<file path="src/rtl/accumulator4_sequencer_if.sv">
// accumulator4_sequencer_if: bundles the instruction-fetch port and the
// accumulator4 datapath port driven by the micro-sequencer.
// master = sequencer side, slave = instruction store / accumulator side.
interface accumulator4_sequencer_if #(
    parameter int ADDR_W = 8
);
    logic              fetch_valid;
    logic [ADDR_W-1:0] fetch_addr;
    logic              fetch_ready;
    logic [15:0]       fetch_data;

    logic              acc_enable;
    logic [4:0]        acc_opcode;
    logic [3:0]        acc_operand_hi;
    logic [3:0]        acc_operand_lo;
    logic              acc_carry;
    logic [7:0]        acc_value;
    logic              acc_carry_out;

    modport master (
        output fetch_valid, fetch_addr,
        input  fetch_ready, fetch_data,
        output acc_enable, acc_opcode, acc_operand_hi, acc_operand_lo, acc_carry,
        input  acc_value, acc_carry_out
    );

    modport slave (
        input  fetch_valid, fetch_addr,
        output fetch_ready, fetch_data,
        input  acc_enable, acc_opcode, acc_operand_hi, acc_operand_lo, acc_carry,
        output acc_value, acc_carry_out
    );
endinterface

</file>
<file path="src/rtl/accumulator4_sequencer.sv">
// accumulator4_sequencer: fetches 16-bit instructions, drives one accumulator4
// instance and evaluates conditional branches on its result.
// Optional instruction-count watchdog enabled by defining ACC4SEQ_WATCHDOG_EN.
module accumulator4_sequencer #(
    parameter int ADDR_W     = 8,
    parameter int WDOG_LIMIT = 1024
) (
    input  logic                     aclk,
    input  logic                     areset,
    input  logic                     start,
    input  logic [ADDR_W-1:0]        start_addr,
    output logic                     busy,
    output logic                     done,
    output logic                     error,
    accumulator4_sequencer_if.master bus
);
    typedef enum logic [1:0] {
        ST_IDLE   = 2'd0,
        ST_FETCH  = 2'd1,
        ST_EXEC   = 2'd2,
        ST_SETTLE = 2'd3
    } state_e;

    localparam logic [4:0] OP_ADDC = 5'b10001;

    state_e            r_state, w_nextState;
    logic [ADDR_W-1:0] r_pc, w_nextPc, w_pcInc;
    logic              r_carry, w_nextCarry;
    logic [15:0]       r_ir, w_nextIr;
    logic              r_busy, w_nextBusy;
    logic              r_done, w_nextDone;
    logic [4:0]        r_accOpcode, w_nextAccOpcode;
    logic [3:0]        r_accHi, w_nextAccHi;
    logic [3:0]        r_accLo, w_nextAccLo;
    logic              w_fetchValid, w_accEnable, w_branchTaken;

`ifdef ACC4SEQ_WATCHDOG_EN
    localparam int WDOG_W = $clog2(WDOG_LIMIT + 1);
    logic [WDOG_W-1:0] r_wdogCount, w_nextWdogCount;
    logic              r_wdogPend, w_nextWdogPend;
    logic              r_error, w_nextError;
    logic              w_wdogHit;
`endif

    // State register of the sequencer FSM
    always_ff @(posedge aclk or posedge areset) begin
        if (areset) r_state <= ST_IDLE;
        else        r_state <= w_nextState;
    end

    // Next-state, register updates and strobes; an ACC instruction parks its
    // fields in the hold registers at EXEC so they stay on the bus afterwards,
    // and a watchdog hit on an ACC is deferred to SETTLE so the carry update
    // of that instruction still completes
    always_comb begin
        w_nextState     = r_state;
        w_nextPc        = r_pc;
        w_nextCarry     = r_carry;
        w_nextIr        = r_ir;
        w_nextBusy      = r_busy;
        w_nextDone      = 1'b0;
        w_nextAccOpcode = r_accOpcode;
        w_nextAccHi     = r_accHi;
        w_nextAccLo     = r_accLo;
        w_fetchValid    = 1'b0;
        w_accEnable     = 1'b0;
        w_branchTaken   = 1'b0;
        w_pcInc         = r_pc + ADDR_W'(1);
`ifdef ACC4SEQ_WATCHDOG_EN
        w_nextWdogCount = r_wdogCount;
        w_nextWdogPend  = r_wdogPend;
        w_nextError     = r_error;
        w_wdogHit       = (r_wdogCount == WDOG_W'(WDOG_LIMIT - 1));
`endif
        case (r_state)
            ST_IDLE: begin
                if (start) begin
                    w_nextPc    = start_addr;
                    w_nextBusy  = 1'b1;
                    w_nextState = ST_FETCH;
`ifdef ACC4SEQ_WATCHDOG_EN
                    w_nextWdogCount = '0;
                    w_nextWdogPend  = 1'b0;
                    w_nextError     = 1'b0;
`endif
                end
            end
            ST_FETCH: begin
                w_fetchValid = 1'b1;
                if (bus.fetch_ready) begin
                    w_nextIr    = bus.fetch_data;
                    w_nextState = ST_EXEC;
                end
            end
            ST_EXEC: begin
                case (r_ir[15:14])
                    2'b00: begin
                        w_accEnable     = 1'b1;
                        w_nextAccOpcode = r_ir[12:8];
                        w_nextAccHi     = r_ir[7:4];
                        w_nextAccLo     = r_ir[3:0];
                        w_nextState     = ST_SETTLE;
                    end
                    2'b01: begin
                        case (r_ir[13:12])
                            2'b00:   w_branchTaken = 1'b1;
                            2'b01:   w_branchTaken = (bus.acc_value == 8'd0);
                            2'b10:   w_branchTaken = bus.acc_value[7];
                            default: w_branchTaken = r_carry;
                        endcase
                        w_nextPc    = w_branchTaken ? r_ir[ADDR_W-1:0] : w_pcInc;
                        w_nextState = ST_FETCH;
                    end
                    2'b10: begin
                        w_nextCarry = r_ir[0];
                        w_nextPc    = w_pcInc;
                        w_nextState = ST_FETCH;
                    end
                    default: begin
                        w_nextDone  = 1'b1;
                        w_nextBusy  = 1'b0;
                        w_nextState = ST_IDLE;
                    end
                endcase
`ifdef ACC4SEQ_WATCHDOG_EN
                w_nextWdogCount = r_wdogCount + WDOG_W'(1);
                if (w_wdogHit) begin
                    if (r_ir[15:14] == 2'b00) begin
                        w_nextWdogPend = 1'b1;
                    end else begin
                        w_nextError = 1'b1;
                        w_nextDone  = 1'b1;
                        w_nextBusy  = 1'b0;
                        w_nextState = ST_IDLE;
                    end
                end
`endif
            end
            ST_SETTLE: begin
                if (r_accOpcode == OP_ADDC) w_nextCarry = bus.acc_carry_out;
                w_nextPc    = w_pcInc;
                w_nextState = ST_FETCH;
`ifdef ACC4SEQ_WATCHDOG_EN
                if (r_wdogPend) begin
                    w_nextWdogPend = 1'b0;
                    w_nextError    = 1'b1;
                    w_nextDone     = 1'b1;
                    w_nextBusy     = 1'b0;
                    w_nextState    = ST_IDLE;
                end
`endif
            end
            default: w_nextState = ST_IDLE;
        endcase
    end

    // Datapath registers: PC, carry flag, instruction register, status flags
    always_ff @(posedge aclk or posedge areset) begin
        if (areset) begin
            r_pc        <= '0;
            r_carry     <= 1'b0;
            r_ir        <= '0;
            r_busy      <= 1'b0;
            r_done      <= 1'b0;
            r_accOpcode <= '0;
            r_accHi     <= '0;
            r_accLo     <= '0;
`ifdef ACC4SEQ_WATCHDOG_EN
            r_wdogCount <= '0;
            r_wdogPend  <= 1'b0;
            r_error     <= 1'b0;
`endif
        end else begin
            r_pc        <= w_nextPc;
            r_carry     <= w_nextCarry;
            r_ir        <= w_nextIr;
            r_busy      <= w_nextBusy;
            r_done      <= w_nextDone;
            r_accOpcode <= w_nextAccOpcode;
            r_accHi     <= w_nextAccHi;
            r_accLo     <= w_nextAccLo;
`ifdef ACC4SEQ_WATCHDOG_EN
            r_wdogCount <= w_nextWdogCount;
            r_wdogPend  <= w_nextWdogPend;
            r_error     <= w_nextError;
`endif
        end
    end

    assign bus.fetch_valid    = w_fetchValid;
    assign bus.fetch_addr     = r_pc;
    assign bus.acc_enable     = w_accEnable;
    assign bus.acc_opcode     = w_accEnable ? r_ir[12:8] : r_accOpcode;
    assign bus.acc_operand_hi = w_accEnable ? r_ir[7:4]  : r_accHi;
    assign bus.acc_operand_lo = w_accEnable ? r_ir[3:0]  : r_accLo;
    assign bus.acc_carry      = r_carry;
    assign busy               = r_busy;
    assign done               = r_done;

`ifdef ACC4SEQ_WATCHDOG_EN
    assign error = r_error;
`else
    logic w_unusedWdogLimit;
    assign w_unusedWdogLimit = (WDOG_LIMIT > 0);
    assign error             = 1'b0;
`endif
endmodule

</file>
<file path="src/flat_wrapper.sv">
// flat-port wrapper written by rule: the top's interface ports become plain ports
module accumulator4_sequencer_flat 
#(
    parameter int ADDR_W     = 8,
    parameter int WDOG_LIMIT = 1024
)
  (aclk, areset, start, start_addr, busy, done, error, bus_fetch_valid, bus_fetch_addr, bus_fetch_ready, bus_fetch_data, bus_acc_enable, bus_acc_opcode, bus_acc_operand_hi, bus_acc_operand_lo, bus_acc_carry, bus_acc_value, bus_acc_carry_out);
  accumulator4_sequencer_if #(.ADDR_W(ADDR_W)) bus_i ();
  input  logic aclk;
  input  logic areset;
  input  logic start;
  input  logic [ADDR_W-1:0] start_addr;
  output logic busy;
  output logic done;
  output logic error;
  output wire logic [$bits(bus_i.fetch_valid)-1:0] bus_fetch_valid;
  output wire logic [$bits(bus_i.fetch_addr)-1:0] bus_fetch_addr;
  input wire logic [$bits(bus_i.fetch_ready)-1:0] bus_fetch_ready;
  input wire logic [$bits(bus_i.fetch_data)-1:0] bus_fetch_data;
  output wire logic [$bits(bus_i.acc_enable)-1:0] bus_acc_enable;
  output wire logic [$bits(bus_i.acc_opcode)-1:0] bus_acc_opcode;
  output wire logic [$bits(bus_i.acc_operand_hi)-1:0] bus_acc_operand_hi;
  output wire logic [$bits(bus_i.acc_operand_lo)-1:0] bus_acc_operand_lo;
  output wire logic [$bits(bus_i.acc_carry)-1:0] bus_acc_carry;
  input wire logic [$bits(bus_i.acc_value)-1:0] bus_acc_value;
  input wire logic [$bits(bus_i.acc_carry_out)-1:0] bus_acc_carry_out;
  assign bus_fetch_valid = bus_i.fetch_valid;
  assign bus_fetch_addr = bus_i.fetch_addr;
  assign bus_i.fetch_ready = bus_fetch_ready;
  assign bus_i.fetch_data = bus_fetch_data;
  assign bus_acc_enable = bus_i.acc_enable;
  assign bus_acc_opcode = bus_i.acc_opcode;
  assign bus_acc_operand_hi = bus_i.acc_operand_hi;
  assign bus_acc_operand_lo = bus_i.acc_operand_lo;
  assign bus_acc_carry = bus_i.acc_carry;
  assign bus_i.acc_value = bus_acc_value;
  assign bus_i.acc_carry_out = bus_acc_carry_out;
  accumulator4_sequencer #(.ADDR_W(ADDR_W), .WDOG_LIMIT(WDOG_LIMIT)) u_core (.aclk(aclk), .areset(areset), .start(start), .start_addr(start_addr), .busy(busy), .done(done), .error(error), .bus(bus_i));
endmodule
</file>
<file path="config.mk">
export PLATFORM = sky130hd
export DESIGN_NAME = accumulator4_sequencer_flat
export DESIGN_NICKNAME = d
export VERILOG_FILES = /design/src/rtl/accumulator4_sequencer_if.sv /design/src/rtl/accumulator4_sequencer.sv /design/src/flat_wrapper.sv
export SDC_FILE = /design/constraint.sdc
export NUM_CORES = 1
export LEC_CHECK = 0
export BUFFER_PORTS_ARGS = -buffer_cell sky130_fd_sc_hd__buf_4
export CAP_MARGIN = 20
export CORE_ASPECT_RATIO = 1.5
export CORE_MARGIN = 2
export CORE_UTILIZATION = 46
export DETAILED_ROUTE_END_ITERATION = 8
export GPL_ROUTABILITY_DRIVEN = 0
export PLACE_DENSITY = 0.75
export REMOVE_ABC_BUFFERS = 1
export SKIP_CTS_REPAIR_TIMING = 1
export SLEW_MARGIN = 5
export SYNTH_ARGS = -nofsm -noshare
export SYNTH_HDL_FRONTEND = slang
export SYNTH_SLANG_ARGS = --single-unit
export TNS_END_PERCENT = 50
</file>
<file path="constraint.sdc">
create_clock -name aclk -period 1.8 [get_ports aclk]
set_input_delay 0.09 -clock aclk [delete_from_list [all_inputs] [get_ports aclk]]
set_output_delay 0.09 -clock aclk [all_outputs]
set_load 0.02 [all_outputs]
</file>
Word-level counts from Yosys, hierarchy flattened
Index checks and enable logic that the tools add are counted.
{ "totals": {"input_bits": 37, "regBits": 42, "output_inout_bits": 27, "elab_cells": 64} }
{ "classes": {"muxes": 25, "n_addsub": 1, "reduce_logical": 15, "eq_ne": 14} }
{ "ops": {"columns": ["op", "n"], "rows": [
  ["case mux 8 bit (3 select lines)", 1],
  ["two-way mux 8 bit", 2],
  ["case mux 8 bit (2 select lines)", 1],
  ["two-way mux 1 bit", 11],
  ["AND reduction 3 bit", 3],
  ["adder 8 x 1 -> 8 bit, second input constant", 1],
  ["== test 2 bit, second input constant", 4],
  ["logical NOT 8 bit", 1],
  ["two-way mux 4 bit", 2],
  ["!= test 2 bit, second input constant", 4],
  ["case mux 2 bit (4 select lines)", 1],
  ["== test 2 x 1 -> 1 bit, second input constant", 3],
  ["logical NOT 2 bit", 3],
  ["AND reduction 2 bit", 3],
  ["== test 5 bit, second input constant", 1],
  ["two-way mux 5 bit", 1],
  ["two-way mux 2 bit", 2],
  ["case mux 1 bit (2 select lines)", 2],
  ["case mux 2 bit (2 select lines)", 1],
  ["nonzero test 2 bit", 2],
  ["!= test 3 x 2 -> 1 bit, second input constant", 1],
  ["case mux 1 bit (3 select lines)", 1],
  ["nonzero test 3 bit", 1],
  ["OR reduction 3 bit", 1],
  ["other kinds (2)", 2]
]} }

Logic depth before layout (Yosys ltp)
Gate-level depths: netlist of the first run.
{ "depth": {"depth_word": 7, "ltp_mapped": 8, "depth_no_buf": 7} }

Worst setup path after synthesis of the first run
Ideal clock, no wire load.
{ "synth_path": {"kind": "reg2reg", "from": "register u_core.r_state[0]", "to": "register u_core.r_accOpcode[0]", "required_ns": 1.653, "period_less_slack_ns": 2.103, "slack_ns": -0.303, "setup_ns": 0.147, "arrival_time_ns": 1.956, "stages_incl_launch_ff": 7, "cell_sequence": "dfrtp_1 > inv_1 > ha_1 > inv_1 > nor3_1 > buf_4 > mux2_2"} }
{ "synth_via": {"elab_chain_cells": 2} }
{ "synth_rtl": {"columns": ["element", "line", "source"], "rows": [
  ["start: declaration", "accumulator4_sequencer.sv:26", "state_e r_state, w_nextState;"],
  ["start signal: assignment", "accumulator4_sequencer.sv:48", "else r_state <= w_nextState;"],
  ["== test 2 bit", "accumulator4_sequencer.sv:75", "case (r_state)"],
  ["AND reduction 2 bit (no line)", null, null],
  ["end signal: assignment", "accumulator4_sequencer.sv:179", "r_accOpcode <= w_nextAccOpcode;"],
  ["end: declaration", "accumulator4_sequencer.sv:32", "logic [4:0] r_accOpcode, w_nextAccOpcode;"]
]} }
Every way passes these cells.
A chain may end at the register's enable or synchronous reset.

Worst setup path after layout of the first run
{ "layout_path": {"from": "register u_core.r_state[0]", "to": "output bus_acc_opcode[1]"} }
{ "layout_via": {"elab_chain_cells": 3} }
{ "layout_rtl": {"columns": ["element", "line", "source"], "rows": [
  ["== test 2 bit", "accumulator4_sequencer.sv:75", null],
  ["two-way mux 1 bit", "accumulator4_sequencer.sv:75", null],
  ["two-way mux 5 bit", "accumulator4_sequencer.sv:193", "assign bus.acc_opcode = w_accEnable ? r_ir[12:8] : r_accOpcode;"],
  ["end: declaration", "flat_wrapper.sv:21", "output wire logic [$bits(bus_i.acc_opcode)-1:0] bus_acc_opcode;"]
]} }
Every way passes these cells.

==> results.md, run 1 <==
* Status: finished with violations
* Failing checks: negative setup slack
* TritonCTS Buffers at 5
* R2R Path Start: u_core.r_state[1]$_DFFE_PP0P_
* Largest fanout on the critical path at 7
* Most common cell after layout, fill and taps aside: buf_4
* Maxcap violations at 0
* Number of global-route vias before repair at between 1500 and 2000
* Port bufs at 62
* CTS root buf: clkbuf_8
* DR pass1 iterations at 6
* Crit path max-delay cell type: dfrtp_1
* Via count at about 1900
* Crit path DAT at between 1.5 and 2 ns
* Ys Warns at 0
* Placed insts at 312
* Tot GR Track Use at 0.2155
* Synth top area share at 0.4932
* Worst slew margin at 0.6429
* Clk pin slew, worst setup/hold paths at roughly 0.080 ns
* Die Wd at 59.57 um
* R2R depth at 7
* Core area at 4504 um2
* Setup total negative slack at -2.569 ns
* Worst Skew at ~0.012 ns
* Peak VDD IR at approximately 1 mV
* Most frequent CP cell: buf_6
* WHS Path Cells at 2
* FF-to-FF End: u_core.bus.fetch_addr[3]$_DFFE_PP0P_
* Pre-CTS setup slack at -0.1763 ns
* Flop-to-flop setup slack at -0.09 ns
* Htree depth at 2
* Worst-Skew Late Latency at 0.30 ns
* Leading area contributor after synthesis: dfrtp_1
* Yosys reg bits at 42
* Post-route DRC at 0
* Wire length per cell at approximately 17 um
* Initial Utilization at 0.4731
* CP Cell Sequence: inv_2, ha_4, inv_4, nor3_4, buf_6, clkbuf_16, mux2_4, buf_6
* Hold Path End: u_core.r_ir[2]$_DFFE_PP0P_
* Hpwl dp at between 3000 and 4000 um
* Synthesized area per cell at 11.21 um2
* Period minus WS final at ~2 ns
* Pleak at about 0.0015 uW
* P&R area growth vs syn at 46.92%
* Fmax achieved at between 0.4 and 0.5 GHz
* Worst Setup Start Kind: register
* DIE HEIGHT at between 80 and 90 um
* Area contributors post-synth: dfrtp_1 49%, mux2_2 15%, o21ai_0 5.2%, ha_1 3.5%, mux2i_1 3.3%
* DRT iter0 DRCs at 133
* Antenna violations before repair at 0
* Max clock buf depth at 2
* Endpoints failing hold at 0
* Final Cycle Share at 1.114
* CTS tree: done
* Routed vias/inst at approximately 5.7
* Worst Setup End Kind: primary output
* # IOs at 64
* Hold slack at 0.01941 ns
* CP startpoint: u_core.r_state[0]$_DFFE_PP0P_
* Area of the mapped netlist at ~2100 um2
* Crit-path max cell delay at ~0.39 ns
* Endpoints failing setup at 16
* Cell Pwr Density at 1871 nW/um2
* CP required at about 1.7 ns
* Site Rows at 30
* Largest net degree at the start of global routing at 43
* Commonest cells after routing, fill and taps aside: 67 x buf_4, 42 x dfrtp_1, 18 x buf_6
* First-pass GRT wire length at between 8000 and 9000 um
* Final non-filler cell total at about 330
* Clock sink count at 42
* Fillcell total at 330
* Unique masters post-synth at 40
* Antenna viol nets, final at 0
* GRT overflow at 0
* Layout cell share with drive strength beyond 1 at 0.4750
* Min-delay worst type: input pin to register
* Full die area at ~5200 um2
* Synth Instances at 190
* Final WS setup at -0.2045 ns
* Final wirelength at roughly 5700 um
* CP Class: register to primary output
* RSZ-0062 raised after global routing: true
* Hold Crit Start: bus_fetch_data[2]
* Layout Nets at about 320
* Final Slew Violations at 0
* Worst slew pin tran at 0.5356 ns
* N_diodes at 0
* Sequential area share after synthesis at 0.4932
-- flip-flops by register name (all words and copies together) (netlist names) --
register and count:
u_core.r_accOpcode 5, u_core.r_accHi 4, u_core.r_state 2, u_core.done 1, u_core.r_accLo 4, u_core.bus.fetch_addr 8, u_core.bus.acc_carry 1, u_core.busy 1
u_core.r_ir 16
-- how the worst max path moves through the flow --
| stage | endpoint | cells past startpoint |
|---|---|---|
| final | bus_acc_opcode[1] | 8 |
| after global routing | bus_acc_opcode[1] | 8 |
| after CTS | bus_acc_opcode[4] | 7 |
| after detailed placement | u_core.bus.fetch_addr[3]$_DFFE_PP0P_ | 6 |
| after global placement | u_core.bus.fetch_addr[3]$_DFFE_PP0P_ | 6 |
| after floorplan | u_core.r_accOpcode[0]$_DFFE_PP0P_ | 5 |
-- kinds of logic (layout without fill, tap and decap cells) --
kind of cell             Yosys count  count (layout)  synth area share
AND/OR/NAND/NOR                   44              44            0.1057
AO/OA/AOI/OAI                     46              46            0.1415
XOR/XNOR                           1               1          0.004111
other                              1               1          0.001760
adder cells (fa/ha/maj)            6               6           0.03523
flip-flops                        42              42            0.4932
buffers and inverters             14             104           0.03229
multiplexers                      36              36            0.1861
-- cell type report --
| type | instances | area, um2 | area share |
|---|---|---|---|
| inverters | 7 | 28.78 | 0.009193 |
| multi-input cells | 134 | 1119 | 0.3573 |
| well taps | 48 | 60.06 | 0.01918 |
| repair buffers | 89 | 780.7 | 0.2494 |
| clock buffers | 7 | 86.33 | 0.02758 |
| flip-flops and latches | 42 | 1051 | 0.3357 |
| clock inverters | 1 | 5.005 | 0.001599 |
-- stage by stage --
step           utilization  power, uW  area, um2
4_1_cts             0.6389       5347       2878
2_1_floorplan            -       3477       2088
3_3_place_gp        0.6186       4611       2786
5_1_grt             0.6950       6208       3131
6_report            0.6950       5857       3131
3_5_place_dp        0.6186       4714       2786
-- critical path, delay by kind of cell (launching register included) --
family | cells | cell delay (ns)
fa+ha+maj | 1 | 0.15
buf+inv | 5 | 0.58
flops | 1 | 0.39
mux | 1 | 0.32
simple gates | 1 | 0.18
-- synthesized netlist by cell type (all sizes together) --
library cell	instances
dfrtp	42
mux2	29
o21ai	22
nand2	15
inv	7
mux2i	7
ha	6
a222oi	5
nand3	5
a21oi	4
buf	4
nor2	4
clkbuf	3
nand2b	3
nor3	3
nor4	3
a211o	2
a211oi	2
nor2b	2
o211ai	2
o311ai	2
o31ai	2
or3	2
a221o	1
a221oi	1
a311o	1
a31oi	1
and2	1
and2b	1
and3	1
conb	1
nand4	1
nand4bb	1
o22ai	1
or2	1
or4	1
xnor2	1
-- layer usage --
metal	share of wire	routed length [um]	vias to the layer above	GRT usage
met5	0	0	-	0
met4	0.027	153	0	0.1131
met3	0.032	180	14	0.02823
met2	0.56	3172	52	0.3676
met1	0.38	2186	923	0.2582
li1	-	-	881	-
-- power by group --
part	internal, uW	switching, uW	leakage (uW)	total, uW
sequential	1400	393	0.000504	1800
clock	310	317	0.0000482	627
combinational	1780	1650	0.000916	3430
total	3490	2360	0.00147	5860
Note: power is estimated with default switching activity, not from simulation.
==> inputs of run 2 (changes only) <==
Settings changed: SKIP_LAST_GASP from default to 1.
==> run 2 against run 1 <==
  * The flow still finishes with violations (negative setup slack)
  * Via count is 0.37% lower
  * Final area is 0.12% lower
  * Sequential share of layout area hardly changed
  * Core utilization is 0.083 points lower
  * Register-to-register slack hardly changed
  * Critical path depth stayed put
  * Clock-buffer cell count stayed put
  * Combinational power hardly changed
  * Largest power group unchanged
==> results.md, run 2 (same netlist as run 1, synthesis figures left out) <==
* Clock sink count at 42
* Initial Utilization at 0.4731
* Core area at around 4500 um2
* Worst Setup Start Kind: register
* Period minus WS final at around 2.0 ns
* Worst Skew at ~0.011 ns
* Cell Pwr Density at about 1900 nW/um2
* DRT iter0 DRCs at around 120
* P&R area growth vs syn at 46.74%
* Antenna viol nets, final at 0
* Port bufs at 62
* Setup total negative slack at -2.598 ns
* Crit path DAT at between 1.5 and 2 ns
* Site Rows at 30
* Crit-path max cell delay at between 0.3 and 0.4 ns
* Post-route DRC at 0
* Final Slew Violations at 0
* Crit path max-delay cell type: dfrtp_1
* Min-delay worst type: input pin to register
* Commonest cells after routing, fill and taps aside: 68 x buf_4, 42 x dfrtp_1, 19 x o21ai_0
* Worst-Skew Late Latency at 0.30 ns
* Hpwl dp at roughly 3800 um
* DIE HEIGHT at between 80 and 90 um
* WHS Path Cells at 2
* GRT overflow at 0
* Htree depth at 2
* CTS tree: done
* Worst Setup End Kind: primary output
* Dpl cell area at roughly 2800 um2
* Die Wd at between 50 and 60 um
* TritonCTS Buffers at 5
* CP Class: register to primary output
* # IOs at 64
* Routed vias/inst at roughly 5.7
* Status: finished with violations
* Endpoints failing hold at 0
* Most common cell after layout, fill and taps aside: buf_4
* Failing checks: negative setup slack
* Layout cell share with drive strength beyond 1 at 0.4750
* Max clock buf depth at 2
* Endpoints failing setup at 17
* Layout Nets at between 300 and 400
* Antenna violations before repair at 0
* Largest fanout on the critical path at 7
* CP required at between 1.5 and 2 ns
* Full die area at ~5200 um2
* Final wirelength at 5692 um
* Final WS setup at -0.2049 ns
* Peak VDD IR at 0.9978 mV
* Tot GR Track Use at 0.2155
* CP Cell Sequence: inv_2, ha_4, inv_4, nor3_4, buf_6, clkbuf_16, mux2_4, buf_6
* Fmax achieved at between 0.4 and 0.5 GHz
* R2R depth at 7
* N_diodes at 0
* RSZ-0062 raised after global routing: true
* Pleak at about 0.0015 uW
* DR pass1 iterations at 4
* Wire length per cell at about 17 um
* Worst slew pin tran at 0.5355 ns
* Most frequent CP cell: buf_6
* Utilization after layout at 0.6942
* Maxcap violations at 0
* Number of global-route vias before repair at ~1900
* Finished Cell Area at roughly 3100 um2
* Final Cycle Share at 1.114
* Total Power at approximately 5800 uW
* First-pass GRT wire length at 8459 um
* Largest net degree at the start of global routing at 43
* Clk pin slew, worst setup/hold paths at approximately 0.090 ns
* Fillcell total at about 330
* CTS root buf: clkbuf_8
* Worst slew margin at 0.6430
* Via count at 1863
* Reg with most FFs: u_core.r_ir
* Largest register FFs at 16
==> run 2: cell counts in the layout (fill, tap and decap cells not counted) <==
Identical to the previous run, type by type.
==> run 2: layer usage <==
metal	vias up	wire length, um	share of wire	GRT usage
met1	917	2179	0.38	0.2582
met4	0	131	0.023	0.1131
met3	11	168	0.030	0.02823
met5	-	0	0	0
li1	884	-	-	-
met2	51	3212	0.56	0.3676
==> run 2: worst max-delay path: cells and delay by family (launching register included) <==
| kind | cells | cell delay (ns) |
|---|---|---|
| simple gates | 1 | 0.18 |
| buf+inv | 5 | 0.58 |
| fa+ha+maj | 1 | 0.15 |
| mux | 1 | 0.32 |
| flops | 1 | 0.39 |
==> run 2: stage by stage <==
step | hold WS (ns) | setup WS (ns) | std cells
2_1_floorplan | 0.2406 | -1.220 | 183
6_report | 0.01875 | -0.2049 | 328
3_5_place_dp | 0.2617 | -0.1763 | 312
3_3_place_gp | 0.2625 | -0.09921 | 312
5_1_grt | 0.01469 | -0.2607 | 328
4_1_cts | -0.06133 | -0.3990 | 320
==> run 2: path summary, 6_finish.rpt <==
path	start	to	slack [ns]
max	u_core.r_state[0]$_DFFE_PP0P_	bus_acc_opcode[1]	-0.20
min	bus_fetch_data[2]	u_core.r_ir[2]$_DFFE_PP0P_	0.02
max reg2reg	u_core.r_state[1]$_DFFE_PP0P_	u_core.bus.fetch_addr[3]$_DFFE_PP0P_	-0.10
min reg2reg	u_core.r_accLo[1]$_DFFE_PP0P_	u_core.r_accLo[1]$_DFFE_PP0P_	0.50
max in group asynchronous	areset	u_core.done$_DFF_PP0_	0.94
min in group asynchronous	areset	u_core.r_accHi[3]$_DFFE_PP0P_	0.48
==> run 2: power by group <==
| part | switching, uW | internal [uW] |
|---|---|---|
| registers | 393 | 1400 |
| logic | 1650 | 1770 |
| clock network | 318 | 310 |
| total | 2360 | 3490 |
==> run 2: final cells by class <==
cell class              instances  area (um2)  area share
multi-input cells             134        1119      0.3577
flip-flops and latches         42        1051      0.3361
repair buffers                 89       777.0      0.2485
clock buffers                   7       86.33     0.02761
well taps                      48       60.06     0.01921
inverters                       7       28.78    0.009204
clock inverters                 1       5.005    0.001601
